### config.mk
export PLATFORM = sky130hd
export DESIGN_NAME = jepardy_round_ctrl
export DESIGN_NICKNAME = d
export VERILOG_FILES = /design/src/rtl/jepardy_pkg.sv /design/src/rtl/rr_arbiter3.sv /design/src/rtl/jepardy_round_ctrl.sv
export SDC_FILE = /design/constraint.sdc
export NUM_CORES = 1
export LEC_CHECK = 0
export CORE_MARGIN = 2
export CORE_UTILIZATION = 45
export CTS_BUF_LIST = sky130_fd_sc_hd__clkbuf_4 sky130_fd_sc_hd__clkbuf_8
export DETAILED_ROUTE_END_ITERATION = 10
export PLACE_DENSITY_LB_ADDON = 0.2
export SLEW_MARGIN = 20
export SYNTH_ARGS = -nofsm -noshare
export SYNTH_HDL_FRONTEND = slang
export SYNTH_SLANG_ARGS = --single-unit
### constraint.sdc
create_clock -name clock -period 3.4 [get_ports clock]
set_clock_uncertainty 0.2 [all_clocks]
set_input_delay 0.51 -clock clock [delete_from_list [all_inputs] [get_ports clock]]
set_output_delay 0.51 -clock clock [all_outputs]
set_load 0.01 [all_outputs]
### src/rtl/jepardy_pkg.sv
// rtl/jepardy_pkg.sv - shared types and constants for the question-round controller
//
// Purpose: state encoding, player count, one-hot player constants and the
//          round-robin successor helper shared by the controller and arbiter.
// Ports:   none (package).

package jepardy_pkg;

    typedef enum logic [1:0] {
        ST_IDLE   = 2'b00,
        ST_OPEN   = 2'b01,
        ST_ANSWER = 2'b10
    } state_e;

    localparam int NUM_PLAYERS = 3;

    localparam logic [2:0] P1 = 3'b001;
    localparam logic [2:0] P2 = 3'b010;
    localparam logic [2:0] P3 = 3'b100;

    localparam logic [2:0] ALL_PLAYERS = P1 | P2 | P3;

    // Player index that follows idx in the round-robin order, wrapping 3->1.
    function automatic logic [1:0] next_idx(input logic [1:0] idx);
        return (idx >= 2'd2) ? 2'd0 : idx + 2'd1;
    endfunction

endpackage

### src/rtl/rr_arbiter3.sv
// rtl/rr_arbiter3.sv - combinational three-way round-robin arbiter
//
// Purpose: pick one requester, searching from the pointer position upward
//          with wrap-around. No state; the pointer is owned by the caller.
// Ports:
//   req_i        3-bit request vector, bit i = player i+1
//   ptr_i        2-bit index where the search starts (code 3 behaves as 0)
//   grant_o      3-bit one-hot grant, 000 when nothing is requested
//   grant_idx_o  2-bit index of the granted player (0 when no grant)

module rr_arbiter3
    import jepardy_pkg::*;
(
    input  logic [2:0] req_i,
    input  logic [1:0] ptr_i,
    output logic [2:0] grant_o,
    output logic [1:0] grant_idx_o
);

    logic [1:0] c0, c1, c2;

    always_comb begin
        c0 = (ptr_i == 2'd3) ? 2'd0 : ptr_i;
        c1 = next_idx(c0);
        c2 = next_idx(c1);

        grant_idx_o = 2'd0;
        if (req_i[c0]) begin
            grant_idx_o = c0;
        end else if (req_i[c1]) begin
            grant_idx_o = c1;
        end else if (req_i[c2]) begin
            grant_idx_o = c2;
        end

        grant_o = 3'b000;
        if (|req_i) begin
            case (grant_idx_o)
                2'd0:    grant_o = P1;
                2'd1:    grant_o = P2;
                default: grant_o = P3;
            endcase
        end
    end

endmodule

### src/rtl/jepardy_round_ctrl.sv
// rtl/jepardy_round_ctrl.sv - three-player buzzer question-round controller
//
// Purpose: host arms a question, eligible buzzers are arbitrated round-robin,
//          the winner gets a timed answer window, the host judges it. Wrong
//          or timed-out players are barred for the rest of the question.
//          Saturating per-player scores are kept. All outputs are registered.
// Ports:
//   clock         game clock
//   reset         synchronous active-high reset
//   arm           host starts a question (IDLE only)
//   P_button[2:0] player buttons, bit i = player i+1
//   judge_ok      host: answer correct
//   judge_wrong   host: answer wrong
//   clear_scores  host: zero all scores (IDLE only, loses to arm)
//   lights[2:0]   one-hot current answerer
//   lockout[2:0]  players barred this question
//   busy          high while OPEN or ANSWER
//   scores        {score3, score2, score1}

module jepardy_round_ctrl
    import jepardy_pkg::*;
#(
    parameter int ANSWER_TICKS = 500,
    parameter int OPEN_TICKS   = 1000,
    parameter int SCORE_W      = 4
) (
    input  logic                           clock,
    input  logic                           reset,
    input  logic                           arm,
    input  logic [2:0]                     P_button,
    input  logic                           judge_ok,
    input  logic                           judge_wrong,
    input  logic                           clear_scores,
    output logic [2:0]                     lights,
    output logic [2:0]                     lockout,
    output logic                           busy,
    output logic [NUM_PLAYERS*SCORE_W-1:0] scores
);

    localparam int MAX_TICKS = (ANSWER_TICKS > OPEN_TICKS) ? ANSWER_TICKS : OPEN_TICKS;
    localparam int TW        = $clog2(MAX_TICKS + 1);

    // The timer is loaded with N-1 on the entry edge and expires on the edge
    // where it reads zero, i.e. exactly N edges after entry.
    localparam logic [TW-1:0] ANSWER_LOAD = TW'(ANSWER_TICKS - 1);
    localparam logic [TW-1:0] OPEN_LOAD   = TW'(OPEN_TICKS - 1);

    localparam logic [SCORE_W-1:0] SCORE_MAX = {SCORE_W{1'b1}};

    state_e                         state_q, state_d;
    logic [2:0]                     lights_q, lights_d;
    logic [2:0]                     lockout_q, lockout_d;
    logic                           busy_q, busy_d;
    logic [NUM_PLAYERS*SCORE_W-1:0] scores_q, scores_d;
    logic [TW-1:0]                  timer_q, timer_d;
    logic [1:0]                     ptr_q, ptr_d;
    logic [1:0]                     win_q, win_d;

    logic [2:0] eligible;
    logic [2:0] grant;
    logic [1:0] grant_idx;
    logic [2:0] lock_after_wrong;

    assign eligible         = P_button & ~lockout_q;
    assign lock_after_wrong = lockout_q | lights_q;

    rr_arbiter3 u_arb (
        .req_i       (eligible),
        .ptr_i       (ptr_q),
        .grant_o     (grant),
        .grant_idx_o (grant_idx)
    );

    always_comb begin
        state_d   = state_q;
        lights_d  = lights_q;
        lockout_d = lockout_q;
        scores_d  = scores_q;
        timer_d   = timer_q;
        ptr_d     = ptr_q;
        win_d     = win_q;

        case (state_q)
            ST_IDLE: begin
                lights_d = 3'b000;
                if (arm) begin
                    state_d   = ST_OPEN;
                    lockout_d = 3'b000;
                    timer_d   = OPEN_LOAD;
                end else if (clear_scores) begin
                    scores_d = '0;
                end
            end

            ST_OPEN: begin
                lights_d = 3'b000;
                if (lockout_q == ALL_PLAYERS) begin
                    state_d = ST_IDLE;
                end else if (|eligible) begin
                    // A press on the expiry edge still counts as a press.
                    state_d  = ST_ANSWER;
                    lights_d = grant;
                    win_d    = grant_idx;
                    ptr_d    = next_idx(grant_idx);
                    timer_d  = ANSWER_LOAD;
                end else if (timer_q == '0) begin
                    state_d = ST_IDLE;
                end else begin
                    timer_d = timer_q - TW'(1);
                end
            end

            ST_ANSWER: begin
                if (judge_ok) begin
                    for (int i = 0; i < NUM_PLAYERS; i++) begin
                        if (win_q == 2'(i) && scores_q[i*SCORE_W +: SCORE_W] != SCORE_MAX) begin
                            scores_d[i*SCORE_W +: SCORE_W] =
                                scores_q[i*SCORE_W +: SCORE_W] + SCORE_W'(1);
                        end
                    end
                    state_d  = ST_IDLE;
                    lights_d = 3'b000;
                end else if (judge_wrong || timer_q == '0) begin
                    lockout_d = lock_after_wrong;
                    lights_d  = 3'b000;
                    if (lock_after_wrong == ALL_PLAYERS) begin
                        state_d = ST_IDLE;
                    end else begin
                        state_d = ST_OPEN;
                        timer_d = OPEN_LOAD;
                    end
                end else begin
                    timer_d = timer_q - TW'(1);
                end
            end

            default: begin
                state_d  = ST_IDLE;
                lights_d = 3'b000;
            end
        endcase

        busy_d = (state_d != ST_IDLE);
    end

    always_ff @(posedge clock) begin
        if (reset) begin
            state_q   <= ST_IDLE;
            lights_q  <= 3'b000;
            lockout_q <= 3'b000;
            busy_q    <= 1'b0;
            scores_q  <= '0;
            timer_q   <= '0;
            ptr_q     <= 2'd0;
            win_q     <= 2'd0;
        end else begin
            state_q   <= state_d;
            lights_q  <= lights_d;
            lockout_q <= lockout_d;
            busy_q    <= busy_d;
            scores_q  <= scores_d;
            timer_q   <= timer_d;
            ptr_q     <= ptr_d;
            win_q     <= win_d;
        end
    end

    assign lights  = lights_q;
    assign lockout = lockout_q;
    assign busy    = busy_q;
    assign scores  = scores_q;

endmodule

Word-level counts from Yosys, hierarchy flattened
Cells that the tools add are included.

$lt $le $gt $ge: 6. Add/sub/neg operators: 7. Mux-type cells: 46. Eq/ne operators: 24. Reductions and logical operators: 18. Bitwise gates (word level): 4.

Operators with widths (count): $mux W10 (7); $mux W12 (3); $pmux W10 S3 (1); $mux W2 (13); $pmux W12 S2 (1); $mux W3 (7); $ne A2 B2 Y1 const B (10); $pmux W3 S2 (3); $reduce_and A5 Y1 (3); $add A4 B1 Y4 const B (3); $mux W4 (3); $ne A4 B4 Y1 const B (3); $logic_not A10 Y1 (1); $sub A10 B1 Y10 const B (1); $lt A2 B3 Y1 const B (3); $ne A3 B3 Y1 const B (3); $add A2 B1 Y2 const B (3); $bmux W1 S2 (3); $eq A2 B1 Y1 const B (3); $eq A2 B2 Y1 const B (3); $eq A3 B3 Y1 const B (2); $ge A2 B2 Y1 const B (3); $logic_not A2 Y1 (3); $pmux W2 S3 (1); other kinds (13) (19).

Word-level logic and storage cells: 115. Output and inout port bits: 19. Flip-flop bits (word level): 35.

Depth between registers and ports, before layout
Depth after elaboration: 16. Gate-level depth with buffers: 8. Depth with buffers taken out: 7.

Hierarchy
Synthesis repeated with hierarchy kept, for this count alone.

Cell total of the unflattened synthesis: 270. Area total of the unflattened synthesis: 2214.6 µm².

Modules (own cells, without submodules): jepardy_round_ctrl (cells an instance 247, area an instance 2043.2 µm², sequential area each 700.7 µm², times used 1); rr_arbiter3 (cells an instance 23, area an instance 171.4 µm², sequential area each 0.0 µm², times used 1).

Least setup slack after synthesis
No wires, ideal clock.

Path type: register to register. From: register timer_q[0]. To: register timer_q[9]. Arrival time: 2.073 ns. Slack: 1.011 ns. Setup time: 0.116 ns. Clock period less this slack: 2.389 ns. Cell stages (with the launch flop): 9. Path buffers: 1. Path through: dfxtp_1 > inv_1 > ha_1 > or3b_1 > buf_6 > o31ai_4 > nor2_2 > or3_2 > o211a_1.

Word-level cells in the longest chain between the ends: 5. Elaborated cells on any way between the ends: 12. Those cells by class: 1 x add/sub; 2 x eq/ne; 6 x mux; 3 x reduce/logical.

Ends and longest elaborated chain: start, declared (RTL line jepardy_round_ctrl.sv:55) `logic [TW-1:0] timer_q, timer_d;`; start signal, assigned (RTL line jepardy_round_ctrl.sv:162) `timer_q <= timer_d;`; $sub A10 B1 Y10 / $logic_not A10 Y1 (equally long branches); $mux W10 / $logic_or A1 B1 Y1 (equally long branches) (RTL line jepardy_round_ctrl.sv:106, jepardy_round_ctrl.sv:123); $mux W10 (on tied branches) (RTL line jepardy_round_ctrl.sv:99, jepardy_round_ctrl.sv:123); $mux W10 (on tied branches) (RTL line jepardy_round_ctrl.sv:97, jepardy_round_ctrl.sv:114); $pmux W10 S3 (RTL line jepardy_round_ctrl.sv:83) `case (state_q)`.

Several ways; a longest one is shown, not always the timed one. The select of a mux whose other input is x is not followed. A chain may end at the register's enable or synchronous reset.

Worst setup path in the final report
Ends and elaborated chain as after synthesis.

==> key figures <==
Outcome
  • Outcome: completed

Layout
  • Commonest non-fill, non-tap cell in the layout: dfxtp_1
  • Antenna diodes: 0
  • Utilization after layout: 56.1%
  • Most frequent cells in the layout: dfxtp_1 (35), clkdlybuf4s50_1 (27), nand2_1 (24)
  • Post-Layout Cell Count: 344
  • Area grow syn2layout: 21.9%
  • Layout cells sized above 1: 10.7%
  • Layout Nets: 309

Clock network
  • Hold Buf Count CTS: 0
  • H-tree depth: 2
  • Worst skew pair latency: 290 ps
  • CTS tree: yes
  • CTS max path bufs: 2
  • CTS Buf Count: 5
  • Postcts setup bufs: 0
  • Post-cts resize count: 0
  • CTS root buf: clkbuf_8
  • Clock transition at path regs: 70 ps
  • Clock Sinks: 35

Floorplanning
  • Num rows: 25
  • Top Ports: 28
  • Initial Utilization: 46.0%
  • Die X: 72.8 um
  • Chip Height: 72.8 um
  • Core footprint: 4630 um2
  • Die area: 5300 um2

Timing
  • Fmax achieved: 371 MHz
  • Final Setup Violations: 0
  • Period utilization: 79.2%
  • Fin. Hold Viols: 0
  • Slew @ Worst Pin: 585 ps
  • RSZ-0062 raised after global routing: false
  • Tmin final: 2690 ps
  • Max-slew headroom: 60.5%
  • Final setup TNS: 0 ps
  • Max Slew Vio Count: 0

Synthesis
  • Seq cells post-synth: 35
  • YS warnings: 0
  • Synthesized cell area: 2130 um2
  • Top cell type's share of synthesized area: 32.9%
  • Post-synth top flop: dfxtp_1
  • Synthesized Nets: 279
  • Share of synthesized area occupied by flip-flops and latches: 32.9%
  • Number of enable flip-flop cells after synthesis: 0
  • Async SR Flop Fraction: 0%
  • Syn Inst Count: 259
  • Top post-synthesis cells by area: dfxtp_1 (33%), ha_1 (6.5%), a21oi_1 (4.5%)
  • Largest area contributor in the netlist: dfxtp_1
  • Post-Syn Area per Cell: 8.22 um2
  • Synth cell types: 56

Place
  • Hpwl dp: 3.77 mm
  • # port buffers: 27
  • GPL Wtd Cong: 0.853
  • Inst Count DP: 336

Power and ir drop
  • Final Power: 1.53 mW
  • Peak supply drop: 0.386 mV
  • Switching power: 0.543 mW
  • Sequential share of power: 34.7%
  • PD cells: 590 nW/um2
  • Comb power frac: 35.9%
  • Lkg Pwr: 0.951 nW
  • Pint: 0.988 mW
  • Switching Share: 35.5%
  • Clock Power Share: 29.4%

Worst setup path
  • Critical path's slowest cell: or3b_1
  • Cells along the critical path: inv_1 > ha_1 > or3b_1 > nor3_1 > a221oi_2 > buf_4 > or3_2 > o211a_1
  • Crit-path max FO: 9
  • Setup crit start kind: flop
  • Highest cell delay on the worst timing path: 500 ps
  • Critical Path RT: 3380 ps
  • Crit path DAT: 2680 ps
  • CP bufs+invs: 2
  • Crit Path Class: reg2reg
  • Cell family with most CP delay: simple AND/OR/NAND/NOR gates
  • Worst Setup End Kind: flop

Drt
  • DRC viols: 0
  • WL/cell: 14.9 um
  • Router iterations before antenna repair: 4
  • Routed vias/inst: 5.80
  • Via count: 1995
  • DR iter-0 viols: 70
  • Total Wirelength: 5.12 mm
  • Antenna-violating nets left: 0

Flow run
  • Max Cap Viol: 0

GRT
  • Via count of the first global-routing pass: 1908
  • GR Overflow Total: 0
  • Global-route wire length before repair: 8.64 mm
  • Initial antenna violation count: 0
  • GRT Total Usage: 20.6%
  • Largest net degree at the start of global routing: 17

Worst hold path
  • Hold WC Path Type: reg2reg
-- worst register-to-register path, cell delays in order, from the launching register on --
cell and delay [ps]:
dfxtp_1 350, inv_1 90, ha_1 210, or3b_1 500
nor3_1 350, a221oi_2 120, buf_4 200, or3_2 450
o211a_1 130
-- final timing paths --
path / from / endpoint / slack [ps] / cells past startpoint
worst min register to register: ptr_q[0] / ptr_q[0] / 280 / 2
worst min-delay path: ptr_q[0] / ptr_q[0] / 280 / 2
worst max register to register: timer_q[0] / timer_q[9] / 710 / 8
worst max-delay path: timer_q[0] / timer_q[9] / 710 / 8
-- per-stage QoR --
| stage | setup WS [ps] | area (um2) | hold slack, ps |
|---|---|---|---|
| 4_1_cts | 738 | 2590 | 282 |
| 2_1_floorplan | 1010 | 2130 | 254 |
| 5_1_grt | 591 | 2590 | 297 |
| 3_3_place_gp | 757 | 2460 | 269 |
| 6_report | 707 | 2590 | 280 |
| 3_5_place_dp | 716 | 2460 | 273 |
-- kinds of logic after synthesis --
group	synth area share, %
buffers and inverters	3.70
adder cells (fa/ha/maj)	6.47
AND/OR/NAND/NOR	29.9
multiplexers	0.470
XOR/XNOR	4.53
AO/OA/AOI/OAI	22.0
flip-flops	32.9
-- cell type report --
cell class | count | area (um2)
fillers | 425 | 2030
multi-input cells | 205 | 1350
flip-flops and latches | 35 | 701
repair buffers | 31 | 300
clock buffers | 5 | 68.8
clock inverters | 3 | 67.6
well taps | 54 | 67.6
inverters | 11 | 41.3
-- synth_stat cells (5+ instances only) --
library cell and n:
nand3b_1 5, nor3_1 8, nand2b_1 10, nand3_1 13
inv_1 11, nor4_1 5, clkbuf_1 6, nor2_1 23
ha_1 11, and3_1 5, a211oi_1 6, a21oi_1 19
dfxtp_1 35, xor2_1 8, nand2_1 24, nand4_1 5
-- power by group through the flow --
| stage | registers, mW | clock network [mW] | logic, mW |
|---|---|---|---|
| after floorplan | 0.526 | 0 | 0.413 |
| after CTS | 0.528 | 0.457 | 0.545 |
| final | 0.531 | 0.451 | 0.549 |
| after detailed placement | 0.537 | 0 | 0.538 |
| after global routing | 0.539 | 0.479 | 0.613 |
| after global placement | 0.536 | 0 | 0.542 |
-- layer usage --
metal / global-route usage, % / share of wire [%] / up-vias
li1: - / - / 1015
met1: 27.7 / 47 / 925
met2: 32.8 / 47 / 48
met3: 3.73 / 4.7 / 7
met4: 8.23 / 1.4 / 0
met5: 0 / 0 / -
-- state kept, by name, summed over array words and instances, names as in the netlist --
register / count
lockout: 3
busy: 1
lights: 3
state_q: 2
ptr_q: 2
scores: 12
win_q: 2
timer_q: 10
(Power assumes the default switching activity.)
